## src/rtl/regfile.sv

```systemverilog
// Architectural register file with per-register rename tags.
// Resolves two issue-time operands to a value or a ROB dependency, absorbing commits and flushes.
module regfile #(
  parameter int ROB_WIDTH = 4
) (
  input  logic                 clk_in,
  input  logic                 rst_in,
  input  logic                 rdy_in,
  input  logic                 clear,
  input  logic                 dec_ready,
  input  logic [4:0]           dec_rd,
  input  logic [ROB_WIDTH-1:0] dec_rob_id,
  input  logic [4:0]           dec_rs1,
  input  logic [4:0]           dec_rs2,
  output logic [31:0]          val1,
  output logic [31:0]          val2,
  output logic                 has_dep1,
  output logic                 has_dep2,
  output logic [ROB_WIDTH-1:0] dep1,
  output logic [ROB_WIDTH-1:0] dep2,
  output logic [ROB_WIDTH-1:0] search_rob_id_1,
  output logic [ROB_WIDTH-1:0] search_rob_id_2,
  input  logic                 search_ready_1,
  input  logic                 search_ready_2,
  input  logic [31:0]          search_val_1,
  input  logic [31:0]          search_val_2,
  input  logic                 commit_ready,
  input  logic [ROB_WIDTH-1:0] commit_rob_id,
  input  logic [4:0]           commit_reg_id,
  input  logic [31:0]          commit_val
);

  logic [31:0]          regs [32];
  logic [ROB_WIDTH-1:0] tag  [32];
  logic [31:0]          busy;

  logic do_commit;
  logic do_issue;

  assign do_commit = rdy_in && commit_ready && (commit_reg_id != 5'd0);
  assign do_issue  = rdy_in && dec_ready && !clear && (dec_rd != 5'd0);

  // Issue is written after commit so it wins when both hit the same register.
  always_ff @(posedge clk_in or posedge rst_in) begin
    if (rst_in) begin
      for (int i = 0; i < 32; i++) begin
        regs[i] <= '0;
        tag[i]  <= '0;
      end
      busy <= '0;
    end else begin
      if (do_commit) begin
        regs[commit_reg_id] <= commit_val;
        if (busy[commit_reg_id] && (tag[commit_reg_id] == commit_rob_id))
          busy[commit_reg_id] <= 1'b0;
      end
      if (rdy_in && clear)
        busy <= '0;
      if (do_issue) begin
        busy[dec_rd] <= 1'b1;
        tag[dec_rd]  <= dec_rob_id;
      end
    end
  end

  always_comb begin
    search_rob_id_1 = tag[dec_rs1];
    dep1            = tag[dec_rs1];
    val1            = '0;
    has_dep1        = 1'b0;
    if (dec_rs1 != 5'd0) begin
      if (!busy[dec_rs1])
        val1 = regs[dec_rs1];
      else if (commit_ready && (commit_rob_id == tag[dec_rs1]))
        val1 = commit_val;
      else if (search_ready_1)
        val1 = search_val_1;
      else
        has_dep1 = 1'b1;
    end
  end

  always_comb begin
    search_rob_id_2 = tag[dec_rs2];
    dep2            = tag[dec_rs2];
    val2            = '0;
    has_dep2        = 1'b0;
    if (dec_rs2 != 5'd0) begin
      if (!busy[dec_rs2])
        val2 = regs[dec_rs2];
      else if (commit_ready && (commit_rob_id == tag[dec_rs2]))
        val2 = commit_val;
      else if (search_ready_2)
        val2 = search_val_2;
      else
        has_dep2 = 1'b1;
    end
  end

endmodule
```

## config.mk

```make
export PLATFORM = sky130hd
export DESIGN_NAME = regfile
export DESIGN_NICKNAME = d
export VERILOG_FILES = /design/src/rtl/regfile.sv
export SDC_FILE = /design/constraint.sdc
export NUM_CORES = 2
export LEC_CHECK = 0
export CAP_MARGIN = 30
export CORE_ASPECT_RATIO = 1.75
export CORE_MARGIN = 2
export CORE_UTILIZATION = 45
export CTS_CLUSTER_DIAMETER = 200
export CTS_CLUSTER_SIZE = 12
export DETAILED_ROUTE_END_ITERATION = 7
export PLACE_DENSITY = 0.64
export SYNTH_ARGS = -nofsm -noshare
export SYNTH_HDL_FRONTEND = slang
export SYNTH_SLANG_ARGS = --single-unit
```

## constraint.sdc

```tcl
create_clock -name clk_in -period 54.3 [get_ports clk_in]
set_input_delay 10.86 -clock clk_in [delete_from_list [all_inputs] [get_ports clk_in]]
set_output_delay 10.86 -clock clk_in [all_outputs]
set_load 0.01 [all_outputs]
```

After elaboration in Yosys (flattened, before gate mapping)
Cells that the tools add are included. W data, S select, Z words.

$lt $le $gt $ge: 12. Eq/ne operators: 3. Mux-type cells: 51. Bitwise logic cells: 7. Reduce and logical (&&, ||, !) cells: 18.

Operators by type and width (number): $bwmux W1024 (1); $mux W32 (17); $bmux W32 S5 (2); $demux W32 S5 (1); $bwmux W128 (1); $bmux W4 S5 (3); $and A32 B32 Y32 (1); $not A32 Y32 (1); $or A32 B32 Y32 (1); $mux W4 (7); $ge A6 B6 Y1 const B (4); $lt A5 B6 Y1 const B (4); $not A5 Y6 (4); $demux W4 S5 (1); $reduce_bool A5 Y1 (4); $bmux W1 S5 (3); $logic_and A1 B1 Y1 (13); $mux W1 (13); $eq A4 B4 Y1 (3); $lt A6 B1 Y1 const B (2); $demux W1 S5 (2); $ge A5 B1 Y1 const B (2); $logic_not A1 Y1 (1).

Register bits: 1184. Bits of input ports: 132. Output and inout bits: 82. Word-level logic and storage cells: 156.

Logic depth before layout (Yosys ltp)
Depth after elaboration: 11. Mapped depth: 14.

Least setup slack after synthesis
OpenSTA, ideal clock, no wires.

Path kind: input port to output port. From: input dec_rs1[0]. To: output val1[0]. Arrival: 13.368 ns. Setup slack: 30.072 ns. Stages on the path: 11. Path buffers: 4. Cell sequence: buf_4 buf_8 or3b_1 o221ai_1 o32ai_1 a221oi_2 mux2i_1 buf_2 clkbuf_1 a41o_1 o21a_1.

Longest elaborated chain between the ends: 9.

RTL lines: from (decl) (RTL line 13) `input logic [4:0] dec_rs1,`; $not A5 Y6; $bmux W4 S5; $mux W4 (2 in a row); net dep1[3] (RTL line 19) `output logic [ROB_WIDTH-1:0] dep1,`; $eq A4 B4 Y1 (RTL line 74) `else if (commit_ready && (commit_rob_id == tag[dec_rs1]))`; $logic_and A1 B1 Y1 (RTL line 74); $mux W32 (RTL line 74); $mux W32 (RTL line 72) `if (!busy[dec_rs1])`; $mux W32 (RTL line 71) `if (dec_rs1 != 5'd0) begin`; to (decl) (RTL line 15) `output logic [31:0] val1,`.

The timed path passes the listed nets, and every way through them passes these cells. The select of a mux whose other input is x is not followed.

Final worst setup path
From: input dec_rs2[0]. To: output val2[17].

Longest elaborated chain between the ends: 9.

RTL lines: from (decl) (RTL line 14) `input logic [4:0] dec_rs2,`; $not A5 Y6 (implied by the code) (RTL line 90, 91); $bmux W4 S5 (RTL line 91) `else if (commit_ready && (commit_rob_id == tag[dec_rs2]))`; $mux W4 (implied by the code) (2 in a row) (RTL line 91); $eq A4 B4 Y1 (RTL line 91); $logic_and A1 B1 Y1 (RTL line 91); $mux W32 (RTL line 91); $mux W32 (RTL line 89) `if (!busy[dec_rs2])`; $mux W32 (*) (RTL line 88) `if (dec_rs2 != 5'd0) begin`; to (decl) (RTL line 16) `output logic [31:0] val2,`.

Every way passes the cells marked *; elsewhere a longest branch is shown, timed or not. The select of a mux whose other input is x is not followed.

==> impl_metrics.ini <==
[outcome]
outcome = finished, final reports clean

[global_routing]
grt_use_met2_pct = 49.6
first_global_vias = 46200
grt.total_usage_pct = 30.6
gr-usage-met1_pct = 38.3
overflow = 0
grt_max_degree = 164
antenna_found_initial = 13
top_usage_layer = met2
grt_util_met3_pct = 5.96
grt_pass1_wl_um = 332000

[yosys]
netlist_instances = 4581
yosysTopAreaCell = dfrtp_1
async_reset_ff_share_pct = 100
synthTopCellsByArea = dfrtp_1, mux4_2, mux2_2, mux2i_1, clkbuf_1
yosysUniqueCellTypes = 68
syn_nets = 4713
synth-seq-area-share_pct = 44.6
ys_ff_latch = 1184
yosys_warnings = 0
synth_flop_cell = dfrtp_1
syn-mean-instance-area_um2 = 14.5
yosysMostFrequentCell = dfrtp_1
syn_area_mm2 = 0.0664
yosysTopAreaCellShare_pct = 44.6
synth_edf_count = 0
yosys-top-cells-count = dfrtp_1, mux2_2, mux4_2, clkbuf_1, nand2_1

[floorplanning]
rows = 186
start_util_pct = 45.3
dieArea_mm2 = 0.151
die_y_um = 512
die_w_um = 294
ios = 214
core_area_mm2 = 0.147

[worst_hold_path]
hold_start = regs[1010]
hp-class = reg -> reg
hold_path_depth = 0
min_to = regs[1010]

[clock_tree]
htreeDepth = 3
tritoncts = built
postCtsSetupBuffers = 0
clock-root-buffer = clkbuf_16
post_cts_resized = 0
cts_buffers = 108
cts_buffer_depth = 3
clk_latency_ps = 750
clk_transition_reported_paths_ps = 60
hold_buffers = 0
clock_sinks = 1184

[sta]
max_freq_mhz = 37.1
tightest_slew_ps = 1170
setup_viol = 0
fin_crit_ps = 26970
finalCritPeriodShare_pct = 49.7
tns_ps = 0
clock-skew-final_ps = 17.0
grt_setup_unrepaired = no
slew_headroom_pct = 21.6
drv_slew = 0
hold_slack_ps = 400
hold_viol = 0

[drt]
post_drt_wl_per_cell_um = 36.0
routed_wirelength_um = 230000
drt_iter0_drc = 4785
num_vias = 45100
drtAntennaViolNets = 0
first_pass_iters = 6
vias_per_cell = 7.04
drc = 0

[layout]
final_nets = 4642
drive_above_1_share_pct = 46.6
area_growth_pct = 10.3
fin_area_mm2 = 0.0733
fin_cells = 6400

[worst_setup_path]
arrival_ps = 16110
r2r_end = busy[31]
cp_max_fo = 57
cp-start-kind = input port
worstRegToRegCells = 7
end_kind = output port
ff2ff_setup_slack_ps = 50950
r2r_start = tag[88]
path_class = in -> out
crit_required_ps = 43440

[placement]
dp_hpwl_um = 133000
gp_congestion = 0.934
port_buffers = 213
dp_cells = 6274
placed_area_mm2 = 0.0704

[job]
maxCapViolCount = 0

[pwr]
power.leakage_uw = 0.0319
peakVddDrop_v = 0.0000248
p_per_area_mw_per_mm2 = 30.2
==> kinds of logic (layout without fill, tap and decap cells) <==
group / after synthesis / after routing / synth area share (%)
multiplexers: 1923 / 1923 / 43.4
AND/OR/NAND/NOR: 413 / 413 / 2.87
XOR/XNOR: 6 / 6 / 0.0791
AO/OA/AOI/OAI: 500 / 500 / 5.41
buffers and inverters: 555 / 489 / 3.69
flip-flops: 1184 / 1184 / 44.6
other: 0 / 5 / 0
==> layout make-up <==
| cell class | instances | area [um^2] |
|---|---|---|
| Fill cell | 12600 | 73300 |
| Tap cell | 1880 | 2350 |
| Timing Repair Buffer | 366 | 3740 |
| Sequential cell | 1184 | 29600 |
| Clock inverter | 6 | 88.8 |
| Antenna cell | 5 | 12.5 |
| Inverter | 8 | 45.0 |
| Multi-Input combinational cell | 2842 | 34700 |
| Clock buffer | 109 | 2730 |
==> how the worst max path moves through the flow <==
stage                     slack, ps       start       end
after floorplan               10090      rst_in   busy[0]
after global placement        26820  dec_rs2[0]  val2[23]
after detailed placement      27180  dec_rs2[0]   val2[1]
after CTS                     27160  dec_rs2[0]   val2[1]
after global routing          26980  dec_rs2[0]   val2[1]
final                         27330  dec_rs2[0]  val2[17]
==> per-layer routing <==
layer / wire length, um / up-vias
li1: - / 17600
met1: 86000 / 24400
met2: 111000 / 2374
met3: 18500 / 658
met4: 14200 / 8
met5: 56 / -
==> cell usage in the layout (no fill, tap or decap), types with 19 or more instances in the layout <==
cell type,synthesis,routed
mux2_2,1126,1126
a221oi_1,31,31
clkdlybuf4s50_1,0,200
a22oi_1,42,42
o31ai_1,20,20
nand2_1,237,222
a31oi_1,124,123
o21ai_0,34,34
o21a_1,32,32
nor2_1,44,28
a21oi_1,56,56
clkbuf_16,0,109
a41o_1,32,32
o211ai_1,52,52
mux2i_1,150,148
mux4_2,632,632
nand3_1,19,19
buf_16,0,20
buf_4,33,125
dfrtp_1,1184,1184
==> worst max-delay path: stages <==
cell and delay, ps:
buf_8 410, buf_4 750, buf_4 790, buf_4 730, mux4_2 590, o21ai_0 190, a31oi_1 140, o31ai_1 780
a21oi_1 110, clkdlybuf4s50_1 540
==> state kept, by name (all words and copies together) (netlist names) <==
signal,flops
regs,1024
busy,32
tag,128
==> through the flow <==
step,setup slack [ps],power [uW],util (%)
2_1_floorplan,10090,1380,-
3_3_place_gp,26820,1510,47.6
3_5_place_dp,27180,1530,48.0
4_1_cts,27160,2220,49.9
5_1_grt,26980,2290,50.0
6_report,27330,2210,50.0
==> power by group <==
group,total (uW),leakage [uW],internal (uW),switching [uW]
Clock,692,0.00138,357,335
Combinational,453,0.0147,245,208
Sequential,1070,0.0158,988,79.9
Total,2210,0.0319,1590,622
(Power assumes the default switching activity.)
